===== src/rtl/pipearch_common_pkg.sv =====
// -----------------------------------------------------------------------------
// pipearch_common_pkg
// Shared types for the pipearch DMA read path.
//   - DMA_ADDR_W / DMA_LINE_W : default cache-line address and line widths
//   - t_dma_addr / t_dma_line : line address and line data for the default geometry
//   - t_ch_state              : per-channel burst FSM state of the read mux
//   - t_rd_mux_tag            : read-mux tag layout, channel id in the MSBs
//                               (default geometry: 4 channels, 16-bit tag)
// No ports; imported with `import pipearch_common_pkg::*;`.
// -----------------------------------------------------------------------------
package pipearch_common_pkg;

    localparam int DMA_ADDR_W    = 42;
    localparam int DMA_LINE_W    = 512;
    localparam int RD_MUX_TAG_W  = 16;
    localparam int RD_MUX_CH_W   = 2;

    typedef logic [DMA_ADDR_W-1:0] t_dma_addr;
    typedef logic [DMA_LINE_W-1:0] t_dma_line;

    typedef enum logic [1:0] {
        CH_IDLE  = 2'd0,
        CH_ISSUE = 2'd1,
        CH_DRAIN = 2'd2
    } t_ch_state;

    typedef struct packed {
        logic [RD_MUX_CH_W-1:0]              ch;
        logic [RD_MUX_TAG_W-RD_MUX_CH_W-1:0] pad;
    } t_rd_mux_tag;

endpackage


===== src/rtl/pipearch_rr_arbiter.sv =====
// -----------------------------------------------------------------------------
// pipearch_rr_arbiter
// Round-robin arbiter producing at most one one-hot grant per cycle.
// The search starts at the pointer; after a grant the pointer moves to the
// channel following the winner, so every requester is served in turn.
// Ports:
//   clk, reset : clock, asynchronous active-high reset (pointer -> 0)
//   req   [N]  : request vector
//   en         : grants allowed this cycle
//   grant [N]  : one-hot grant (all zero when !en or no request)
// -----------------------------------------------------------------------------
module pipearch_rr_arbiter #(
    parameter int N = 4
) (
    input  logic         clk,
    input  logic         reset,
    input  logic [N-1:0] req,
    input  logic         en,
    output logic [N-1:0] grant
);

    localparam int PTR_W = (N > 1) ? $clog2(N) : 1;

    logic [PTR_W-1:0] ptr_q, ptr_d;
    logic [PTR_W-1:0] idx;
    logic             found;

    always_comb begin
        grant = '0;
        ptr_d = ptr_q;
        idx   = '0;
        found = 1'b0;
        for (int i = 0; i < N; i++) begin
            idx = PTR_W'((int'(ptr_q) + i) % N);
            if (!found && req[idx]) begin
                found = 1'b1;
                if (en) begin
                    grant[idx] = 1'b1;
                    ptr_d      = PTR_W'((int'(idx) + 1) % N);
                end
            end
        end
    end

    always_ff @(posedge clk or posedge reset) begin
        if (reset) begin
            ptr_q <= '0;
        end else begin
            ptr_q <= ptr_d;
        end
    end

endmodule


===== src/rtl/pipearch_dma_read_mux.sv =====
// -----------------------------------------------------------------------------
// pipearch_dma_read_mux
// Shares one DMA read port among N_CH read clients. Each client posts a burst
// (base line address + line count); the burst is split into single-line
// requests, arbitrated round-robin onto the shared port, and returned lines
// are routed back to the owning client by the channel id in the tag MSBs.
//
// Ports:
//   clk, reset       clock, asynchronous active-high reset
//   ch_req_valid/ready/addr/lines   per-channel burst post (ready = idle)
//   ch_busy          burst in progress or lines outstanding
//   ch_rsp_valid     one-hot returned-line strobe, ch_rsp_data shared bus
//   mem_req_valid/addr/tag          registered shared-port line request
//   mem_almfull      blocks new grants while high
//   mem_rsp_valid/tag/data          returned line from the shared port
//   err_unexpected   sticky: response for an unknown or idle channel
//   stat_req_lines / stat_rsp_lines (only with PIPEARCH_RD_MUX_STATS_EN):
//                    per-channel wrapping counts of granted / delivered lines
//
// Optional feature macro: PIPEARCH_RD_MUX_STATS_EN
// -----------------------------------------------------------------------------
module pipearch_dma_read_mux
    import pipearch_common_pkg::*;
#(
    parameter int N_CH    = 4,
    parameter int ADDR_W  = DMA_ADDR_W,
    parameter int LEN_W   = 32,
    parameter int DATA_W  = DMA_LINE_W,
    parameter int MAX_OUT = 64,
    parameter int TAG_W   = RD_MUX_TAG_W
) (
    input  logic                         clk,
    input  logic                         reset,
`ifdef PIPEARCH_RD_MUX_STATS_EN
    output logic [N_CH-1:0][31:0]        stat_req_lines,
    output logic [N_CH-1:0][31:0]        stat_rsp_lines,
`endif
    input  logic [N_CH-1:0]              ch_req_valid,
    output logic [N_CH-1:0]              ch_req_ready,
    input  logic [N_CH-1:0][ADDR_W-1:0]  ch_req_addr,
    input  logic [N_CH-1:0][LEN_W-1:0]   ch_req_lines,
    output logic [N_CH-1:0]              ch_busy,
    output logic [N_CH-1:0]              ch_rsp_valid,
    output logic [DATA_W-1:0]            ch_rsp_data,
    output logic                         mem_req_valid,
    output logic [ADDR_W-1:0]            mem_req_addr,
    output logic [TAG_W-1:0]             mem_req_tag,
    input  logic                         mem_almfull,
    input  logic                         mem_rsp_valid,
    input  logic [TAG_W-1:0]             mem_rsp_tag,
    input  logic [DATA_W-1:0]            mem_rsp_data,
    output logic                         err_unexpected
);

    localparam int CH_W  = (N_CH > 1) ? $clog2(N_CH) : 1;
    localparam int OUT_W = $clog2(MAX_OUT) + 1;

    logic [N_CH-1:0]   elig;
    logic [N_CH-1:0]   grant;
    logic [N_CH-1:0]   rsp_hit;
    logic [N_CH-1:0]   out_nz;
    logic [ADDR_W-1:0] ch_addr [N_CH];
    logic [CH_W-1:0]   rsp_ch;
    logic [CH_W-1:0]   win;

    logic              mem_req_valid_q, mem_req_valid_d;
    logic [ADDR_W-1:0] mem_req_addr_q,  mem_req_addr_d;
    logic [TAG_W-1:0]  mem_req_tag_q,   mem_req_tag_d;
    logic [N_CH-1:0]   ch_rsp_valid_q,  ch_rsp_valid_d;
    logic [DATA_W-1:0] ch_rsp_data_q,   ch_rsp_data_d;
    logic              err_q,           err_d;

    assign rsp_ch = mem_rsp_tag[TAG_W-1 -: CH_W];

    // Only the channel-id field of a returned tag matters; the padding is ignored.
    if (TAG_W > CH_W) begin : g_tag_pad
        logic unused_tag_pad;
        assign unused_tag_pad = ^mem_rsp_tag[TAG_W-CH_W-1:0];
    end

    pipearch_rr_arbiter #(
        .N (N_CH)
    ) u_arb (
        .clk   (clk),
        .reset (reset),
        .req   (elig),
        .en    (!mem_almfull),
        .grant (grant)
    );

    // A response is accepted only if its channel exists and has a line in
    // flight; with a non-power-of-2 N_CH an out-of-range id matches no channel.
    always_comb begin
        rsp_hit = '0;
        for (int i = 0; i < N_CH; i++) begin
            if (mem_rsp_valid && (rsp_ch == CH_W'(i)) && out_nz[i]) begin
                rsp_hit[i] = 1'b1;
            end
        end
    end

    for (genvar g = 0; g < N_CH; g++) begin : g_ch
        t_ch_state         state_q, state_d;
        logic [ADDR_W-1:0] addr_q,  addr_d;
        logic [LEN_W-1:0]  rem_q,   rem_d;
        logic [OUT_W-1:0]  out_q,   out_d;

        always_comb begin
            state_d = state_q;
            addr_d  = addr_q;
            rem_d   = rem_q;
            out_d   = out_q;
            unique case (state_q)
                CH_IDLE: begin
                    if (ch_req_valid[g]) begin
                        addr_d = ch_req_addr[g];
                        rem_d  = ch_req_lines[g];
                        // Zero-length bursts are consumed without leaving IDLE.
                        if (ch_req_lines[g] != '0) begin
                            state_d = CH_ISSUE;
                        end
                    end
                end
                CH_ISSUE: begin
                    if (grant[g]) begin
                        addr_d = addr_q + ADDR_W'(1);
                        rem_d  = rem_q - LEN_W'(1);
                        if (rem_q == LEN_W'(1)) begin
                            state_d = CH_DRAIN;
                        end
                    end
                end
                CH_DRAIN: begin
                    if (out_q == '0) begin
                        state_d = CH_IDLE;
                    end
                end
                default: state_d = CH_IDLE;
            endcase
            // Grant and accepted response in the same cycle cancel out.
            case ({grant[g], rsp_hit[g]})
                2'b10:   out_d = out_q + OUT_W'(1);
                2'b01:   out_d = out_q - OUT_W'(1);
                default: out_d = out_q;
            endcase
        end

        always_ff @(posedge clk or posedge reset) begin
            if (reset) begin
                state_q <= CH_IDLE;
                addr_q  <= '0;
                rem_q   <= '0;
                out_q   <= '0;
            end else begin
                state_q <= state_d;
                addr_q  <= addr_d;
                rem_q   <= rem_d;
                out_q   <= out_d;
            end
        end

        assign elig[g]         = (state_q == CH_ISSUE) && (rem_q != '0) &&
                                 (out_q < OUT_W'(MAX_OUT));
        assign out_nz[g]       = (out_q != '0);
        assign ch_addr[g]      = addr_q;
        assign ch_req_ready[g] = (state_q == CH_IDLE);
        assign ch_busy[g]      = (state_q != CH_IDLE);

`ifdef PIPEARCH_RD_MUX_STATS_EN
        logic [31:0] stat_req_q, stat_req_d;
        logic [31:0] stat_rsp_q, stat_rsp_d;

        always_comb begin
            stat_req_d = stat_req_q + (grant[g]   ? 32'd1 : 32'd0);
            stat_rsp_d = stat_rsp_q + (rsp_hit[g] ? 32'd1 : 32'd0);
        end

        always_ff @(posedge clk or posedge reset) begin
            if (reset) begin
                stat_req_q <= '0;
                stat_rsp_q <= '0;
            end else begin
                stat_req_q <= stat_req_d;
                stat_rsp_q <= stat_rsp_d;
            end
        end

        assign stat_req_lines[g] = stat_req_q;
        assign stat_rsp_lines[g] = stat_rsp_q;
`endif
    end

    always_comb begin
        win = '0;
        for (int i = 0; i < N_CH; i++) begin
            if (grant[i]) begin
                win = CH_W'(i);
            end
        end
    end

    always_comb begin
        mem_req_valid_d = |grant;
        mem_req_addr_d  = mem_req_addr_q;
        mem_req_tag_d   = mem_req_tag_q;
        if (|grant) begin
            mem_req_addr_d = ch_addr[win];
            mem_req_tag_d  = TAG_W'(win) << (TAG_W - CH_W);
        end
        ch_rsp_valid_d = rsp_hit;
        ch_rsp_data_d  = mem_rsp_valid ? mem_rsp_data : ch_rsp_data_q;
        err_d          = err_q | (mem_rsp_valid && (rsp_hit == '0));
    end

    always_ff @(posedge clk or posedge reset) begin
        if (reset) begin
            mem_req_valid_q <= 1'b0;
            mem_req_addr_q  <= '0;
            mem_req_tag_q   <= '0;
            ch_rsp_valid_q  <= '0;
            ch_rsp_data_q   <= '0;
            err_q           <= 1'b0;
        end else begin
            mem_req_valid_q <= mem_req_valid_d;
            mem_req_addr_q  <= mem_req_addr_d;
            mem_req_tag_q   <= mem_req_tag_d;
            ch_rsp_valid_q  <= ch_rsp_valid_d;
            ch_rsp_data_q   <= ch_rsp_data_d;
            err_q           <= err_d;
        end
    end

    assign mem_req_valid  = mem_req_valid_q;
    assign mem_req_addr   = mem_req_addr_q;
    assign mem_req_tag    = mem_req_tag_q;
    assign ch_rsp_valid   = ch_rsp_valid_q;
    assign ch_rsp_data    = ch_rsp_data_q;
    assign err_unexpected = err_q;

endmodule


===== config.mk =====
export PLATFORM = sky130hd
export DESIGN_NAME = pipearch_dma_read_mux
export DESIGN_NICKNAME = d
export VERILOG_FILES = /design/src/rtl/pipearch_common_pkg.sv /design/src/rtl/pipearch_rr_arbiter.sv /design/src/rtl/pipearch_dma_read_mux.sv
export SDC_FILE = /design/constraint.sdc
export NUM_CORES = 2
export LEC_CHECK = 0
export CORE_AREA = 2 2 554 556
export CTS_BUF_LIST = sky130_fd_sc_hd__clkbuf_4
export DETAILED_ROUTE_END_ITERATION = 8
export DIE_AREA = 0 0 556 558
export SKIP_CTS_REPAIR_TIMING = 1
export SLEW_MARGIN = 20
export SYNTH_ARGS = -nofsm -noshare
export SYNTH_HDL_FRONTEND = slang
export SYNTH_HIERARCHICAL = 1
export SYNTH_SLANG_ARGS = --single-unit

===== constraint.sdc =====
create_clock -name clk -period 60.3 [get_ports clk]
set_clock_uncertainty 0.2 [all_clocks]
set_input_delay 9.045 -clock clk [delete_from_list [all_inputs] [get_ports clk]]
set_output_delay 9.045 -clock clk [all_outputs]
set_load 0.01 [all_outputs]

==> Word level (Yosys, flattened, before mapping) <==
Cells that the tools add are included.
{ "word_totals": {"inputBits": 832, "out_inout_bits": 584, "elab_cells": 273, "register_bits": 896} }
{ "classes": {"n_eq_ne": 43, "reduce_logical": 70, "n_lt_le_gt_ge": 13, "n_addsub": 22, "bitwise_logic": 5, "muxes": 97} }
{ "ops": {"columns": ["operator", "n"], "rows": [
  ["2-to-1 mux 42 bit", 10],
  ["one-hot mux 42 bit (2 select lines)", 4],
  ["2-to-1 mux 32 bit", 8],
  ["one-hot mux 32 bit (2 select lines)", 4],
  ["nonzero test 32 bit", 8],
  ["adder 42 x 1 -> 42 bit, second input constant", 4],
  ["== test 32 x 1 -> 1 bit, second input constant", 4],
  ["subtractor 32 x 1 -> 32 bit, second input constant", 4],
  ["binary-select mux 42 bit (select 2 bit)", 1],
  ["2-to-1 mux 2 bit", 30],
  ["one-hot mux 7 bit (2 select lines)", 4],
  ["2-to-1 mux 4 bit", 8],
  ["!= test 2 bit, second input constant", 16],
  ["adder 7 x 1 -> 7 bit, second input constant", 4],
  ["zero test 7 bit", 4],
  ["< comparator 7 bit, second input constant", 4],
  ["nonzero test 7 bit", 4],
  ["subtractor 7 x 1 -> 7 bit, second input constant", 4],
  ["logical AND 1 bit", 24],
  ["one-hot mux 2 bit (3 select lines)", 4],
  ["nonzero test 2 bit", 12],
  ["== test 2 bit, second input constant", 10],
  ["AND reduction 5 bit", 4],
  ["== test 2 x 1 -> 1 bit, second input constant", 9],
  ["other kinds (17)", 62]
]} }

==> Depth between registers and ports, before layout <==
{ "logic_depth": {"word_depth": 22, "ltp_mapped": 23, "ltp_nobuf": 19} }

==> Cells and area by module <==
Netlist, hierarchy kept.
{ "modules_own_cells": {"columns": ["module", "n_inst", "seq_area_each_um2", "area_each_um2", "cells_each"], "rows": [
  ["pipearch_dma_read_mux", 1, 22371.5, 43942.1, 4186],
  ["pipearch_rr_arbiter", 1, 50.0, 555.5, 59]
]} }

==> Worst setup path before layout <==
No wires, ideal clock.
{ "synth_timing": {"path_type": "input to register", "startpoint": "input port mem_almfull", "endpoint": "register g_ch[2].out_q[6]", "slack_ps": 47556, "arrival_ps": 12465, "setup_ps": 79, "cell_stages": 18, "n_path_buf": 3, "path_cell_list": "inv_1 > inv_1 > nor2_1 > and3b_1 > a22oi_1 > o21ai_1 > clkbuf_1 > inv_2 > buf_1 > ha_1 > clkbuf_1 > xor2_1 > ha_1 > a21boi_0 > o22a_1 > a211o_1 > a31oi_1 > xor2_1"} }
{ "synth_between": {"elab_chain_cells": 13, "elab_cells_between_ends": 15} }
{ "synth_lines": {"columns": ["item", "line", "rtl"], "rows": [
  ["start: declaration", "pipearch_dma_read_mux.sv:48", "input logic mem_almfull,"],
  ["2-to-1 mux 4 bit", "pipearch_rr_arbiter.sv:37", "if (en) begin"],
  ["2-to-1 mux 4 bit", "pipearch_rr_arbiter.sv:35", "if (!found && req[idx]) begin"],
  ["OR 4 bit (no source line)", null, null],
  ["2-to-1 mux 4 bit", "pipearch_rr_arbiter.sv:37", null],
  ["2-to-1 mux 4 bit", "pipearch_rr_arbiter.sv:35", null],
  ["OR 4 bit (no source line)", null, null],
  ["2-to-1 mux 4 bit", "pipearch_rr_arbiter.sv:37", null],
  ["2-to-1 mux 4 bit", "pipearch_rr_arbiter.sv:35", null],
  ["OR 4 bit (no source line)", null, null],
  ["2-to-1 mux 4 bit", "pipearch_rr_arbiter.sv:37", null],
  ["2-to-1 mux 4 bit *", "pipearch_rr_arbiter.sv:35", null],
  ["via grant[2]", "pipearch_dma_read_mux.sv:59", "logic [N_CH-1:0] grant;"],
  ["== test 2 x 1 -> 1 bit / == test 2 bit (equally long branches)", "pipearch_dma_read_mux.sv:141", "case ({grant[g], rsp_hit[g]})"],
  ["one-hot mux 7 bit (2 select lines) / nonzero test 2 bit (equally long branches)", null, null],
  ["end signal: assignment", "pipearch_dma_read_mux.sv:158", "out_q <= out_d;"],
  ["end: declaration", "pipearch_dma_read_mux.sv:106", "logic [OUT_W-1:0] out_q, out_d;"]
]} }
Mark *: on every way through the listed nets, which the timed path passes. The rest lies on a longest branch.
A chain may end at the register's enable or synchronous reset.

==> Worst setup path in the final report <==
{ "layout_timing": {"startpoint": "input port mem_rsp_valid", "endpoint": "register ch_rsp_data_q[320], in the netlist ch_rsp_data[320]"} }
{ "layout_rtl": {"columns": ["item", "line", "rtl"], "rows": [
  ["start: declaration", "pipearch_dma_read_mux.sv:49", "input logic mem_rsp_valid,"],
  ["end signal: assignment", "pipearch_dma_read_mux.sv:228", "ch_rsp_data_q <= ch_rsp_data_d;"],
  ["end: declaration", "pipearch_dma_read_mux.sv:70", "logic [DATA_W-1:0] ch_rsp_data_q, ch_rsp_data_d;"]
]} }
No word-level cell between the ends.

==> qor.csv <==
metric;value;unit
result of the run;finished clean;
R2R Setup Slk;53.01;ns
LEAKAGE;25.2;nW
clk slew on worst S/H paths;0.06;ns
Slew @ Worst Pin;1.04;ns
Unique masters post-synth;82;
Max VDD drop;0.0393;mV
htree depth;5;
io pins;1416;
final setup fails;0;
Sequential Power Share;36.0;%
hold slack;0.263;ns
die span in y;558;µm
gpl congestion;0.944;
EDFF count, synth;0;
Residual DRC;0;
hold endpoint;err_unexpected$_DFF_PP0_;
post-synthesis average cell area;10.5;µm²
area share of the largest cell type after synthesis;50.4;%
Longest Clk Path Bufs;4;
critical path class;input port to flop;
FF-to-FF path depth;20;
final wirelength;307000;µm
Worst Path Max Fanout;67;
Min Clock Period, post-route;13.51;ns
Startpoint Class;input port;
CTS tree;yes;
Comb power frac;38.7;%
R2R Path Start;g_ch[0].rem_q[6]$_DFFE_PP0P_;
Core Region;0.305;mm²
DRT iter0 DRCs;3888;
HP Class;flop to flop;
initial core utilization;14.6;%
drt via density;4.44;
arrival time at the worst endpoint;14.37;ns
relative slew slack;30.0;%
Hold Path Stages;1;
synth top area cells;dfrtp_1, mux2_2, a21oi_1, o21ai_0, nor2_1;
Synth area leader;dfrtp_1;
fraction of registers with async set or reset after synthesis;100;%
final cycle utilization of the critical path;22.4;%
grt ovf;0;
PD cells;37.4;mW/mm²
Die Width;556;µm
dpl cells;9389;
Syn Std Cell Area;0.0445;mm²
Pint;1.41;mW
post-DP HPWL;251000;µm
max-cap viol count;0;
Post-DP Area;0.0628;mm²
synthesized flop and latch total;896;
Final Hold Fails;0;
CTS Buf Count;288;
Clock Power Share;25.2;%
max-slew violation count;0;
global-route wire length before repair;397000;µm
r2r endpoint;g_ch[3].out_q[4]$_DFFE_PP0P_;
Yosys warning total;6;
Worst Hold Launch;err_unexpected$_DFF_PP0_;
vias;44200;
sw power;1.08;mW
port buffer count;1387;
Commonest cells post-synth;dfrtp_1, mux2_2, nor2_1;
Core Util, Final;21.8;%
Final nets;6553;
critical path capture point type;flop;
clk_lat worst skew;1.33;ns
clock root cell;clkbuf_4;
Antenna Violating Nets Remaining;0;
clock sink count;896;
register area share after synthesis;50.4;%
initial antenna violation count;282;
most common cell in the synthesized netlist;dfrtp_1;
number of global-route vias before repair;43400;
Die Footprint;0.310;mm²
total track usage;18.9;%
RSZ-0062 raised after global routing;false;
Syn Inst Count;4245;
ys flop type;dfrtp_1;
FMAX;0.0740;GHz
Worst Path Required;61.16;ns
Non-Filler Instances;9945;
Design Area, Final;0.0664;mm²
Pre-Repair DR Iteration Count;8;
num rows;203;
area grow syn2layout;49.3;%
layout cells sized above 1;18.3;%
Net Sw Frac;43.4;%
DR WL/cell;30.8;µm
setup TNS;0;ns
largest net degree at the start of global routing;114;
-- sequential cells by signal, summed over array words and instances, names as in the netlist, named ones only --
signal and count:
g_ch.rem_q 128, u_arb/ptr_q 1, g_ch.addr_q 168, mem_req_valid 1
ch_rsp_data 512, g_ch.out_q 28, mem_req_tag 2, g_ch.state_q 8
ch_rsp_valid 4, err_unexpected 1, mem_req_addr 42
-- kinds of logic after synthesis --
logic type	share of synthesized area, %
compound gates	15.2
other cells	0.00843
flops	50.4
simple gates	14.8
buf+inv	3.25
fa+ha+maj	1.04
mux	14.6
xor+xnor	0.669
-- power by group through the flow --
stage          combinational, mW  clock, mW  sequential (mW)
6_report                   0.963      0.627            0.895
5_1_grt                     1.04      0.686            0.910
4_1_cts                    0.966      0.658            0.892
3_5_place_dp               0.963          0            0.900
3_3_place_gp               0.952          0            0.895
2_1_floorplan              0.535          0            0.846
-- worst max path at each step --
stage,from,end,slack (ns),cells past startpoint
finish,mem_rsp_valid,ch_rsp_data[320]$_DFFE_PP0P_,46.79,8
global route,mem_rsp_valid,ch_rsp_data[161]$_DFFE_PP0P_,46.74,8
CTS,mem_rsp_valid,ch_rsp_data[117]$_DFFE_PP0P_,47.05,8
detailed placement,mem_rsp_valid,ch_rsp_data[327]$_DFFE_PP0P_,45.64,8
global placement,mem_rsp_valid,ch_rsp_data[307]$_DFFE_PP0P_,45.82,8
floorplan,reset,ch_rsp_data[0]$_DFFE_PP0P_,25.92,1
-- layout by cell type (no fill, tap or decap), types with 74 or more instances in the layout --
master,instances
clkbuf_4,386
nor4_1,85
dfrtp_1,896
a21oi_1,269
nor2_1,287
nand3_1,140
nand4_1,82
and3_1,74
clkdlybuf4s50_1,1386
nor3_1,118
nand2_1,281
diode_2,99
o21ai_0,230
mux2_2,516
-- critical path, stage by stage --
cell,delay (ns)
buf_8,0.21
buf_4,0.53
buf_4,0.70
buf_4,0.75
buf_4,0.77
buf_4,0.76
buf_4,0.77
mux2_2,0.42
-- final cells by class --
cell class                 count  area, µm²
clock buffer                 386       2900
sequential                   896      22400
antenna                       99        248
timing repair buffer        1452      14400
fill                       32900     238000
clock inverter                69        415
multi-input combinational   3000      20800
inverter                      46        180
tap                         3997       5000
-- per-layer routing --
layer | share of wire (%) | global-route usage, %
met1 | 36 | 20.2
met2 | 42 | 27.5
met3 | 14 | 11.9
met4 | 6.9 | 12.3
met5 | 0.22 | 0
-- stage by stage --
stage	worst slack [ns]	total power [mW]
3_3_place_gp	45.82	1.85
6_report	46.79	2.49
2_1_floorplan	25.92	1.38
5_1_grt	46.74	2.64
4_1_cts	47.05	2.52
3_5_place_dp	45.64	1.86
Power figures use the tool's default switching activity.
